## config.mk

```make
export PLATFORM = sky130hd
export DESIGN_NAME = hazard_ctrl
export DESIGN_NICKNAME = d
export VERILOG_FILES = /design/src/rtl/hazard_ctrl.sv
export SDC_FILE = /design/constraint.sdc
export NUM_CORES = 1
export LEC_CHECK = 0
export ABC_AREA = 1
export BUFFER_PORTS_ARGS = -buffer_cell sky130_fd_sc_hd__buf_4
export CAP_MARGIN = 40
export CORE_MARGIN = 2
export CORE_UTILIZATION = 45
export CTS_CLUSTER_SIZE = 20
export DETAILED_ROUTE_END_ITERATION = 6
export PLACE_DENSITY_LB_ADDON = 0.08
export SKIP_CTS_REPAIR_TIMING = 1
export SLEW_MARGIN = 20
export SYNTH_ARGS = -nofsm -noshare
export SYNTH_HDL_FRONTEND = slang
export SYNTH_SLANG_ARGS = --single-unit
```

## constraint.sdc

```tcl
create_clock -name clk -period 1.34 [get_ports clk]
set_input_delay 0.134 -clock clk [delete_from_list [all_inputs] [get_ports clk]]
set_output_delay 0.134 -clock clk [all_outputs]
set_load 0.02 [all_outputs]
```

## src/rtl/hazard_ctrl.sv

```systemverilog
// Pipeline hazard controller: load-use interlock, branch redirect, and
// instruction/data memory wait handling with a deferred-redirect latch.
module hazard_ctrl #(
    parameter int unsigned DATA_WIDTH     = 32,
    parameter int unsigned REG_ADDR_WIDTH = 5
) (
    input  logic                      clk,
    input  logic                      rst_n,
    input  logic [REG_ADDR_WIDTH-1:0] i_rs1_ID,
    input  logic [REG_ADDR_WIDTH-1:0] i_rs2_ID,
    input  logic [REG_ADDR_WIDTH-1:0] i_rd_EX,
    input  logic                      i_memread_EX,
    input  logic                      i_pcsrc_EX,
    input  logic [DATA_WIDTH-1:0]     i_pctarget_EX,
    input  logic                      i_imem_ready,
    input  logic                      i_dmem_req_MEM,
    input  logic                      i_dmem_ready,
    output logic                      o_stall_IF,
    output logic                      o_stall_ID,
    output logic                      o_stall_EX,
    output logic                      o_stall_MEM,
    output logic                      o_flush_ID,
    output logic                      o_flush_EX,
    output logic                      o_pcsrc_IF,
    output logic [DATA_WIDTH-1:0]     o_pctarget_IF,
    output logic [1:0]                o_state,
    output logic                      o_redir_pending,
    output logic [15:0]               o_stall_cnt
);

    localparam int unsigned CNT_W = 16;
    localparam logic [CNT_W-1:0] CNT_MAX = {CNT_W{1'b1}};

    typedef enum logic [1:0] {
        RUN   = 2'd0,
        IWAIT = 2'd1,
        DWAIT = 2'd2
    } state_e;

    state_e                 state_q, state_d;
    logic                   pending_q, pending_d;
    logic [DATA_WIDTH-1:0]  target_q, target_d;
    logic [CNT_W-1:0]       stall_cnt_q, stall_cnt_d;

    logic dstall, istall, lu;

    assign dstall = i_dmem_req_MEM & ~i_dmem_ready;
    assign istall = ~i_imem_ready;
    assign lu     = i_memread_EX & (i_rd_EX != '0)
                  & ((i_rd_EX == i_rs1_ID) | (i_rd_EX == i_rs2_ID));

    // State register
    always_ff @(posedge clk or negedge rst_n) begin
        if (!rst_n) begin
            state_q     <= RUN;
            pending_q   <= 1'b0;
            target_q    <= '0;
            stall_cnt_q <= '0;
        end else begin
            state_q     <= state_d;
            pending_q   <= pending_d;
            target_q    <= target_d;
            stall_cnt_q <= stall_cnt_d;
        end
    end

    // Priority-ordered hazard resolution and next-state logic
    always_comb begin
        state_d       = RUN;
        pending_d     = pending_q;
        target_d      = target_q;
        o_stall_IF    = 1'b0;
        o_stall_ID    = 1'b0;
        o_stall_EX    = 1'b0;
        o_stall_MEM   = 1'b0;
        o_flush_ID    = 1'b0;
        o_flush_EX    = 1'b0;
        o_pcsrc_IF    = 1'b0;
        o_pctarget_IF = target_q;

        if (dstall) begin
            state_d = DWAIT;
        end else if (istall) begin
            state_d = IWAIT;
        end

        if (dstall) begin
            o_stall_IF  = 1'b1;
            o_stall_ID  = 1'b1;
            o_stall_EX  = 1'b1;
            o_stall_MEM = 1'b1;
        end else if (i_pcsrc_EX && !istall) begin
            // A fresh redirect supersedes any older deferred one
            o_flush_ID    = 1'b1;
            o_flush_EX    = 1'b1;
            o_pcsrc_IF    = 1'b1;
            o_pctarget_IF = i_pctarget_EX;
            pending_d     = 1'b0;
        end else if (i_pcsrc_EX) begin
            o_flush_ID = 1'b1;
            o_flush_EX = 1'b1;
            o_stall_IF = 1'b1;
            pending_d  = 1'b1;
            target_d   = i_pctarget_EX;
        end else if (istall) begin
            o_stall_IF = 1'b1;
            o_stall_ID = 1'b1;
            o_flush_EX = 1'b1;
        end else if (pending_q) begin
            // Fetch finished on the wrong path: drop it and redirect now
            o_pcsrc_IF    = 1'b1;
            o_pctarget_IF = target_q;
            o_flush_ID    = 1'b1;
            pending_d     = 1'b0;
        end else if (lu) begin
            o_stall_IF = 1'b1;
            o_stall_ID = 1'b1;
            o_flush_EX = 1'b1;
        end

        stall_cnt_d = stall_cnt_q;
        if (o_stall_IF && (stall_cnt_q != CNT_MAX)) begin
            stall_cnt_d = stall_cnt_q + CNT_W'(1);
        end
    end

    assign o_state         = state_q;
    assign o_redir_pending = pending_q;
    assign o_stall_cnt     = stall_cnt_q;

endmodule

```

==> impl_results.html, run 1 <==
<table>
<tr><th>Metric</th><th>Value</th></tr>
<tr><th colspan="2">Timing</th></tr>
<tr><td>Final period demand of the worst path</td><td>about 1.5 ns</td></tr>
<tr><td>Worst Skew</td><td>around 0.011 ns</td></tr>
<tr><td>Relative max-transition margin</td><td>between 70% and 80%</td></tr>
<tr><td>Post-route fraction of the period consumed by the critical path</td><td>111%</td></tr>
<tr><td>Final number of max-transition violations</td><td>0</td></tr>
<tr><td>Max Clk Rate</td><td>between 600 and 700 MHz</td></tr>
<tr><td>Final number of setup-violating endpoints</td><td>21</td></tr>
<tr><td>Count of final hold-check violations</td><td>0</td></tr>
<tr><td>Worst setup margin</td><td>-0.141 ns</td></tr>
<tr><td>Setup repair after global routing missed its margin</td><td>true</td></tr>
<tr><td>Slew @ Worst Pin</td><td>just over 0.4 ns</td></tr>
<tr><td>Worst Hold Slack</td><td>approximately 0.024 ns</td></tr>
<tr><th colspan="2">Yosys</th></tr>
<tr><td>Unique masters post-synth</td><td>29</td></tr>
<tr><td>Flops &amp; latches, synth</td><td>51</td></tr>
<tr><td>Largest cells by area after synthesis</td><td>sky130_fd_sc_hd__dfrtp_1 43%, sky130_fd_sc_hd__nand2_1 16%, sky130_fd_sc_hd__o21ai_0 9.6%, sky130_fd_sc_hd__inv_1 8.2%, sky130_fd_sc_hd__nand4_1 4.2%</td></tr>
<tr><td>Number of standard cells after synthesis</td><td>approximately 420</td></tr>
<tr><td>Syn Nets</td><td>around 480</td></tr>
<tr><td>Total number of yosys warnings</td><td>0</td></tr>
<tr><td>Flip-flop cell with the highest count after synthesis</td><td>sky130_fd_sc_hd__dfrtp_1</td></tr>
<tr><td>Asr flop ratio synth</td><td>100%</td></tr>
<tr><td>Cell types with the highest counts after synthesis</td><td>129 x sky130_fd_sc_hd__nand2_1, 65 x sky130_fd_sc_hd__inv_1, 57 x sky130_fd_sc_hd__o21ai_0</td></tr>
<tr><td>Top cell type's share of synthesized area</td><td>42.8%</td></tr>
<tr><td>Cell area after synthesis</td><td>approximately 3000 sq um</td></tr>
<tr><td>Number of enable flip-flop cells after synthesis</td><td>0</td></tr>
<tr><td>Most frequently used cell type in the post-synthesis netlist</td><td>sky130_fd_sc_hd__nand2_1</td></tr>
<tr><td>Sequential cell area fraction in the yosys report</td><td>about 43%</td></tr>
<tr><td>Average instance area after synthesis</td><td>7.09 sq um</td></tr>
<tr><td>Cell type contributing the most total cell area after synthesis</td><td>sky130_fd_sc_hd__dfrtp_1</td></tr>
<tr><th colspan="2">Global route</th></tr>
<tr><td>Number of global-route vias before repair</td><td>roughly 2,900</td></tr>
<tr><td>Global-route met1 utilization</td><td>roughly a quarter</td></tr>
<tr><td>Gr usage total</td><td>just over 20%</td></tr>
<tr><td>Busiest metal layer after global routing</td><td>met2</td></tr>
<tr><td>Pin count of the biggest net entering global routing</td><td>66</td></tr>
<tr><td>Met3 Usage GRT</td><td>5.16%</td></tr>
<tr><td>Aggregate global routing overflow</td><td>0</td></tr>
<tr><td>Wire length of the first global-routing pass</td><td>12,400 um</td></tr>
<tr><td>Met2 usage</td><td>36.1%</td></tr>
<tr><td>Antenna violations before repair</td><td>0</td></tr>
<tr><th colspan="2">Die</th></tr>
<tr><td>Top-level I/O count</td><td>112</td></tr>
<tr><td>Effective utilization at floorplan</td><td>about 47%</td></tr>
<tr><td>DIE AREA</td><td>~7300 sq um</td></tr>
<tr><td>Core Footprint</td><td>~6400 sq um</td></tr>
<tr><td>Overall die height</td><td>~85 um</td></tr>
<tr><td>Standard-cell row count</td><td>29</td></tr>
<tr><td>Die outline width</td><td>85.4 um</td></tr>
<tr><th colspan="2">Setup path</th></tr>
<tr><td>Setup slack of the most critical reg-to-reg path</td><td>-0.13 ns</td></tr>
<tr><td>Delay contributed by the slowest stage of the critical path</td><td>around 0.40 ns</td></tr>
<tr><td>Crit path max fanout</td><td>3</td></tr>
<tr><td>Slowest stage cell, crit path</td><td>sky130_fd_sc_hd__dfrtp_1</td></tr>
<tr><td>Data required time of the critical path</td><td>around 1.2 ns</td></tr>
<tr><td>Crit path kind</td><td>reg2out</td></tr>
<tr><td>Worst-path cell chain</td><td>inv_2 &gt; nand3_2 &gt; inv_2 &gt; nand2_2 &gt; buf_6 &gt; a21oi_2 &gt; buf_4</td></tr>
<tr><td>Critical Path Start Type</td><td>flop</td></tr>
<tr><td>Type of destination of the critical path</td><td>output pin</td></tr>
<tr><td>Launch point of the worst reg-to-reg path</td><td>o_stall_cnt[0]</td></tr>
<tr><td>Terminus of the critical flop-to-flop path</td><td>o_stall_cnt[3]</td></tr>
<tr><td>R2R depth</td><td>8</td></tr>
<tr><td>CP Buf/Inv Count</td><td>4</td></tr>
<tr><td>Data arrival time of the critical path</td><td>approximately 1.4 ns</td></tr>
<tr><td>Family of cells with the greatest summed delay on the critical path</td><td>flip-flops</td></tr>
<tr><td>Most repeated library cell on the critical path</td><td>sky130_fd_sc_hd__inv_2</td></tr>
<tr><th colspan="2">Clock network</th></tr>
<tr><td>Worst-skew pair later-pin latency</td><td>around 0.3 ns</td></tr>
<tr><td>Max Root-Sink Buffers</td><td>2</td></tr>
<tr><td>Clock root buffer</td><td>sky130_fd_sc_hd__clkbuf_8</td></tr>
<tr><td>Num Clock Sinks</td><td>51</td></tr>
<tr><td>Clock slew seen by the registers of the worst setup and hold paths</td><td>around 0.080 ns</td></tr>
<tr><td>Cts bufs inserted</td><td>5</td></tr>
<tr><td>Depth of the CTS H-tree</td><td>2</td></tr>
<tr><td>Clock tree from TritonCTS</td><td>done</td></tr>
<tr><th colspan="2">Placement</th></tr>
<tr><td>Number of instances in the placed design</td><td>624</td></tr>
<tr><td>Final GP Congestion</td><td>slightly above 0.8</td></tr>
<tr><td>Input/output buffers</td><td>between 100 and 150</td></tr>
<tr><td>Hpwl dp</td><td>roughly 5300 um</td></tr>
<tr><th colspan="2">Layout</th></tr>
<tr><td>Share of cells above drive strength 1</td><td>a little over a third</td></tr>
<tr><td>Ant. Diodes</td><td>0</td></tr>
<tr><td>Final non-filler cell total</td><td>646</td></tr>
<tr><td>Core Util, Final</td><td>70.5%</td></tr>
<tr><td>Layout area overhead</td><td>50.9%</td></tr>
<tr><td>Post-layout nets</td><td>623</td></tr>
<tr><th colspan="2">Detailed routing</th></tr>
<tr><td>1st-pass router iterations</td><td>5</td></tr>
<tr><td>DR DRC count</td><td>0</td></tr>
<tr><td>Total via count in the routed design</td><td>around 3,100</td></tr>
<tr><td>DRT iter0 DRCs</td><td>150</td></tr>
<tr><td>Sum of routed wire length over all layers</td><td>roughly 7600 um</td></tr>
<tr><td>WL/cell</td><td>11.8 um</td></tr>
<tr><td>Residual antenna-violating net count after detailed routing</td><td>0</td></tr>
<tr><td>Via-to-Cell Ratio</td><td>4.86</td></tr>
<tr><th colspan="2">Run</th></tr>
<tr><td>MaxCap Viol Count</td><td>0</td></tr>
<tr><th colspan="2">Hold path</th></tr>
<tr><td>Depth of the worst hold-timing path</td><td>2</td></tr>
<tr><td>Hold Path Class</td><td>in2reg</td></tr>
<tr><td>Min-Delay Endpoint</td><td>o_state[0]</td></tr>
<tr><td>Hold Startpoint</td><td>i_imem_ready</td></tr>
<tr><th colspan="2">Outcome</th></tr>
<tr><td>Run status</td><td>complete, but fails checks</td></tr>
<tr><td>Violations in the final reports</td><td>negative setup slack</td></tr>
<tr><th colspan="2">Power and ir drop</th></tr>
<tr><td>Power density over the cells</td><td>approximately 1100 nW/um^2</td></tr>
<tr><td>Static Leak</td><td>between 0.002 and 0.0025 uW</td></tr>
<tr><td>Largest vdd supply drop</td><td>just under 0.9 mV</td></tr>
</table>
layout by cell type (no fill, tap or decap), types with 2 or more instances in the layout:
cell	synthesis	final
sky130_fd_sc_hd__buf_4	6	144
sky130_fd_sc_hd__nand2_1	129	126
sky130_fd_sc_hd__inv_1	65	63
sky130_fd_sc_hd__dfrtp_1	51	49
sky130_fd_sc_hd__o21ai_1	9	31
sky130_fd_sc_hd__o21ai_0	57	24
sky130_fd_sc_hd__nor2_1	25	23
sky130_fd_sc_hd__nand4_1	20	20
sky130_fd_sc_hd__nand3_1	16	15
sky130_fd_sc_hd__o21ai_2	0	11
sky130_fd_sc_hd__buf_6	0	7
sky130_fd_sc_hd__clkbuf_8	0	6
sky130_fd_sc_hd__inv_2	3	5
sky130_fd_sc_hd__nand2_2	3	5
sky130_fd_sc_hd__buf_12	0	5
sky130_fd_sc_hd__nor2_4	2	4
sky130_fd_sc_hd__xnor2_1	3	3
sky130_fd_sc_hd__nor2_2	2	3
sky130_fd_sc_hd__nor3_1	4	3
sky130_fd_sc_hd__xor2_1	3	3
sky130_fd_sc_hd__nand2_4	1	2
sky130_fd_sc_hd__nand3_4	1	2
sky130_fd_sc_hd__dfrtp_2	0	2
logic make-up (layout without fill, tap and decap cells):
group                    after synthesis  in the layout  synth area share, %
XOR/XNOR                               6              6                 1.76
AND/OR/NAND/NOR                      206            207                 31.1
AO/OA/AOI/OAI                         69             69                 11.7
adder cells (fa/ha/maj)                1              1                0.419
buffers and inverters                 88            235                 12.2
flip-flops                            51             51                 42.8
worst max path at each step:
stage,from,end,slack [ns],depth (start not counted)
after global placement,o_stall_cnt[1],o_stall_cnt[1],-0.14,9
after floorplan,o_stall_cnt[0],o_stall_cnt[3],-0.20,8
final,o_redir_pending,o_stall_ID,-0.14,7
after global routing,o_stall_cnt[0],o_stall_cnt[11],-0.24,9
after detailed placement,o_stall_cnt[1],o_stall_cnt[1],-0.19,9
after CTS,o_redir_pending,o_flush_EX,-0.23,7
where the power goes:
part           switching, uW  internal, uW  total, uW
logic                   1010           961       1970
registers                169          1770       1940
clock network            517           425        941
total                   1690          3150       4850
metal layers:
layer | vias up | part of all wire (%)
li1 | 1623 | -
met1 | 1436 | 42
met2 | 73 | 52
met3 | 8 | 5.1
met4 | 0 | 1.1
met5 | - | 0
state kept, by name, indices dropped and copies added, names as in the netlist:
name	cells
target_q	32
o_stall_cnt	16
o_state	2
o_redir_pending	1
layout make-up:
class,count,area [sq um]
Timing Repair Buffer,158,1290
Tap cell,77,96.3
Sequential cell,51,1280
Clock inverter,1,8.76
Multi-Input combinational cell,283,1480
Clock buffer,7,86.3
Inverter,69,264
Fill cell,542,1880
stage by stage:
step                      total power [uW]  setup TNS (ns)  instance area, sq um  setup slack [ns]
after floorplan                       2900           -3.15                  3060            -0.201
after global placement                3730           -2.05                  4210            -0.140
after detailed placement              3770           -2.73                  4210            -0.186
after CTS                             4720           -3.43                  4300            -0.231
after global routing                  5140           -4.35                  4500            -0.236
final                                 4850           -2.23                  4500            -0.141
Power figures use the tool's default switching activity.
==> inputs of run 2 (changes only) <==
--- a/config.mk
+++ b/config.mk
@@ -8,7 +8,6 @@
 export ABC_AREA = 1
 export BUFFER_PORTS_ARGS = -buffer_cell sky130_fd_sc_hd__buf_4
 export CAP_MARGIN = 40
-export CORE_MARGIN = 2
 export CORE_UTILIZATION = 45
 export CTS_CLUSTER_SIZE = 20
 export DETAILED_ROUTE_END_ITERATION = 6
==> run 2 against run 1 <==
  * The flow still finishes with violations (negative setup slack)
  * Die area decreased by 4.6%
  * Combinational power down 7%
  * Worst setup slack got worse by 0.084 ns
  * Critical endpoint is now o_flush_EX
  * Largest cell class unchanged
  * Largest power group is now sequential cells
==> impl_results.html, run 2 (synthesized netlist as in run 1, its figures left out) <==
<table>
<tr><th>Metric</th><th>Value</th></tr>
<tr><th colspan="2">Outcome</th></tr>
<tr><td>Run status</td><td>complete, but fails checks (unchanged)</td></tr>
<tr><td>Violations in the final reports</td><td>negative setup slack (unchanged)</td></tr>
<tr><th colspan="2">Global route</th></tr>
<tr><td>Aggregate global routing overflow</td><td>0 (unchanged)</td></tr>
<tr><td>Wire length of the first global-routing pass</td><td>12,700 um (was 12,400 um)</td></tr>
<tr><td>Gr usage total</td><td>22.0% (was 20.7%)</td></tr>
<tr><td>Number of global-route vias before repair</td><td>3,009 (was 2,916)</td></tr>
<tr><td>Pin count of the biggest net entering global routing</td><td>65 (was 66)</td></tr>
<tr><td>Antenna violations before repair</td><td>0 (unchanged)</td></tr>
<tr><th colspan="2">Layout</th></tr>
<tr><td>Combined area of the multi-input logic cells</td><td>1460 sq um (was 1480 sq um)</td></tr>
<tr><td>Register name with the most flops</td><td>target_q (unchanged)</td></tr>
<tr><td>Layout area overhead</td><td>48.3% (was 50.9%)</td></tr>
<tr><td>Max reg flops</td><td>32 (unchanged)</td></tr>
<tr><td>Ant. Diodes</td><td>0 (unchanged)</td></tr>
<tr><td>Most frequent standard cell in the layout excluding fill and tap cells</td><td>sky130_fd_sc_hd__buf_4 (unchanged)</td></tr>
<tr><td>Layout filler cell count</td><td>568 (was 542)</td></tr>
<tr><td>Core Util, Final</td><td>69.3% (was 70.5%)</td></tr>
<tr><td>Share of cells above drive strength 1</td><td>35.8% (was 36.2%)</td></tr>
<tr><td>Highest-count cells in the layout ignoring fill and taps</td><td>142 x sky130_fd_sc_hd__buf_4, 125 x sky130_fd_sc_hd__nand2_1, 63 x sky130_fd_sc_hd__inv_1 (was 144 x sky130_fd_sc_hd__buf_4, 126 x sky130_fd_sc_hd__nand2_1, 63 x sky130_fd_sc_hd__inv_1)</td></tr>
<tr><td>Register area</td><td>1280 sq um (unchanged)</td></tr>
<tr><td>Post-layout nets</td><td>618 (was 623)</td></tr>
<tr><th colspan="2">Clock network</th></tr>
<tr><td>Num Clock Sinks</td><td>51 (unchanged)</td></tr>
<tr><td>Clock slew seen by the registers of the worst setup and hold paths</td><td>0.09 ns (was 0.08 ns)</td></tr>
<tr><td>Cts bufs inserted</td><td>5 (unchanged)</td></tr>
<tr><td>Clock tree from TritonCTS</td><td>done (unchanged)</td></tr>
<tr><td>Clock root buffer</td><td>sky130_fd_sc_hd__clkbuf_8 (unchanged)</td></tr>
<tr><td>Worst-skew pair later-pin latency</td><td>0.30 ns (about the same)</td></tr>
<tr><td>Max Root-Sink Buffers</td><td>2 (unchanged)</td></tr>
<tr><td>Depth of the CTS H-tree</td><td>2 (unchanged)</td></tr>
<tr><th colspan="2">Power and ir drop</th></tr>
<tr><td>Portion of total power attributed to sequential cells</td><td>41.8% (was 40.0%)</td></tr>
<tr><td>Share of power burned in the clock network</td><td>18.9% (was 19.4%)</td></tr>
<tr><td>Largest vdd supply drop</td><td>0.878 mV (was 0.886 mV)</td></tr>
<tr><td>Total net switching power</td><td>1650 uW (was 1690 uW)</td></tr>
<tr><td>Logic pwr share</td><td>39.4% (was 40.6%)</td></tr>
<tr><td>Switching Share</td><td>35.4% (was 34.9%)</td></tr>
<tr><td>Static Leak</td><td>0.00244 uW (was 0.00249 uW)</td></tr>
<tr><td>Power density over the cells</td><td>1050 nW/um^2 (was 1080 nW/um^2)</td></tr>
<tr><td>P_int</td><td>3020 uW (was 3150 uW)</td></tr>
<tr><th colspan="2">Detailed routing</th></tr>
<tr><td>WL/cell</td><td>11.5 um (was 11.8 um)</td></tr>
<tr><td>DR DRC count</td><td>0 (unchanged)</td></tr>
<tr><td>Via-to-Cell Ratio</td><td>4.88 (was 4.86)</td></tr>
<tr><td>Sum of routed wire length over all layers</td><td>7360 um (was 7640 um)</td></tr>
<tr><td>Residual antenna-violating net count after detailed routing</td><td>0 (unchanged)</td></tr>
<tr><td>Total via count in the routed design</td><td>3,128 (was 3,140)</td></tr>
<tr><td>1st-pass router iterations</td><td>6 (was 5)</td></tr>
<tr><td>DRT iter0 DRCs</td><td>145 (was 150)</td></tr>
<tr><th colspan="2">Die</th></tr>
<tr><td>Top-level I/O count</td><td>112 (unchanged)</td></tr>
<tr><td>DIE AREA</td><td>6960 sq um (was 7300 sq um)</td></tr>
<tr><td>Overall die height</td><td>83.4 um (was 85.4 um)</td></tr>
<tr><td>Standard-cell row count</td><td>29 (unchanged)</td></tr>
<tr><td>Effective utilization at floorplan</td><td>46.7% (unchanged)</td></tr>
<tr><td>Core Footprint</td><td>6390 sq um (unchanged)</td></tr>
<tr><td>Die outline width</td><td>83.4 um (was 85.4 um)</td></tr>
<tr><th colspan="2">Run</th></tr>
<tr><td>MaxCap Viol Count</td><td>0 (unchanged)</td></tr>
<tr><th colspan="2">Timing</th></tr>
<tr><td>Relative max-transition margin</td><td>76.9% (was 72.8%)</td></tr>
<tr><td>Post-route fraction of the period consumed by the critical path</td><td>117% (was 111%)</td></tr>
<tr><td>Slew @ Worst Pin</td><td>0.345 ns (was 0.408 ns)</td></tr>
<tr><td>Final number of max-transition violations</td><td>0 (unchanged)</td></tr>
<tr><td>Worst Skew</td><td>0.00824 ns (was 0.0105 ns)</td></tr>
<tr><td>Worst setup margin</td><td>-0.225 ns (was -0.141 ns)</td></tr>
<tr><td>Count of final hold-check violations</td><td>0 (unchanged)</td></tr>
<tr><td>Setup TNS after final layout</td><td>-2.52 ns (was -2.23 ns)</td></tr>
<tr><td>Final period demand of the worst path</td><td>1.57 ns (was 1.48 ns)</td></tr>
<tr><td>Max Clk Rate</td><td>639 MHz (was 675 MHz)</td></tr>
<tr><td>Final number of setup-violating endpoints</td><td>20 (was 21)</td></tr>
<tr><td>Worst Hold Slack</td><td>0.0911 ns (was 0.0243 ns)</td></tr>
<tr><td>Setup repair after global routing missed its margin</td><td>true (unchanged)</td></tr>
<tr><th colspan="2">Setup path</th></tr>
<tr><td>Critical Path Start Type</td><td>flop (unchanged)</td></tr>
<tr><td>Crit path kind</td><td>reg2out (unchanged)</td></tr>
<tr><td>Crit path max fanout</td><td>3 (unchanged)</td></tr>
<tr><td>Data required time of the critical path</td><td>1.21 ns (about the same)</td></tr>
<tr><td>Data arrival time of the critical path</td><td>1.43 ns (was 1.35 ns)</td></tr>
<tr><td>Slowest stage cell, crit path</td><td>sky130_fd_sc_hd__dfrtp_1 (unchanged)</td></tr>
<tr><td>Type of destination of the critical path</td><td>output pin (unchanged)</td></tr>
<tr><td>Most repeated library cell on the critical path</td><td>sky130_fd_sc_hd__inv_2 (unchanged)</td></tr>
<tr><td>Worst-path cell chain</td><td>inv_2 &gt; nand3_2 &gt; inv_2 &gt; nand2_2 &gt; buf_6 &gt; a31oi_1 &gt; buf_4 (was inv_2 &gt; nand3_2 &gt; inv_2 &gt; nand2_2 &gt; buf_6 &gt; a21oi_2 &gt; buf_4)</td></tr>
<tr><td>Delay contributed by the slowest stage of the critical path</td><td>0.40 ns (about the same)</td></tr>
<tr><th colspan="2">Placement</th></tr>
<tr><td>Input/output buffers</td><td>111 (unchanged)</td></tr>
<tr><td>Hpwl dp</td><td>5440 um (was 5340 um)</td></tr>
<tr><td>Final GP Congestion</td><td>0.820 (was 0.818)</td></tr>
<tr><th colspan="2">Hold path</th></tr>
<tr><td>Hold Path Class</td><td>in2reg (unchanged)</td></tr>
</table>
[run 2: changes by cell type in the layout (fill, tap and decap cells not counted), sizes merged]
cell	change
buf	-5
clkbuf	-2
dlygate4sd3	+1
clkinvlp	+1
[run 2: critical path: cells and delay by family (launching register included)]
kind            cells  cell delay, ns
flops               1            0.40
compound gates      1            0.19
buf+inv             4            0.41
simple gates        2            0.13
[run 2: power by group through the flow]
stage	logic [uW]	registers, uW	clock network, uW
after detailed placement	1800	1980	0
after CTS	1810	1950	920
after floorplan	836	2060	0
final	1840	1950	881
after global placement	1770	1970	0
after global routing	2020	1980	965
[run 2: path summary, 6_finish.rpt]
kind / start / to / slack [ns] / cells past startpoint
min in group asynchronous: rst_n / o_stall_cnt[5] / 0.25 / 2
min: i_pctarget_EX[13] / target_q[13] / 0.09 / 3
max: o_redir_pending / o_flush_EX / -0.23 / 7
max reg2reg: o_stall_cnt[1] / o_stall_cnt[3] / -0.15 / 8
max in group asynchronous: rst_n / target_q[25] / 0.65 / 3
min reg2reg: target_q[31] / target_q[31] / 0.49 / 2
[run 2: through the flow]
stage | setup slack (ns) | instance area (sq um) | power (uW) | std cells
3_5_place_dp | -0.188 | 4230 | 3780 | 626
2_1_floorplan | -0.201 | 3060 | 2900 | 421
4_1_cts | -0.226 | 4320 | 4680 | 634
5_1_grt | -0.292 | 4430 | 4970 | 641
6_report | -0.225 | 4430 | 4670 | 641
3_3_place_gp | -0.142 | 4230 | 3730 | 626
[run 2: layout make-up]
type / count / area share [%]
well taps: 77 / 2.18
clock buffers: 6 / 1.64
flip-flops and latches: 51 / 28.9
clock inverters: 2 / 0.283
multi-input cells: 283 / 33.0
inverters: 69 / 5.96
repair buffers: 153 / 28.0
[run 2: per-layer routing]
metal	GRT usage [%]	vias to the layer above	part of all wire [%]
li1	-	1609	-
met1	26.5	1451	43
met2	39.9	62	52
met3	4.87	6	4.4
met4	5.08	0	0.80
met5	0	-	0
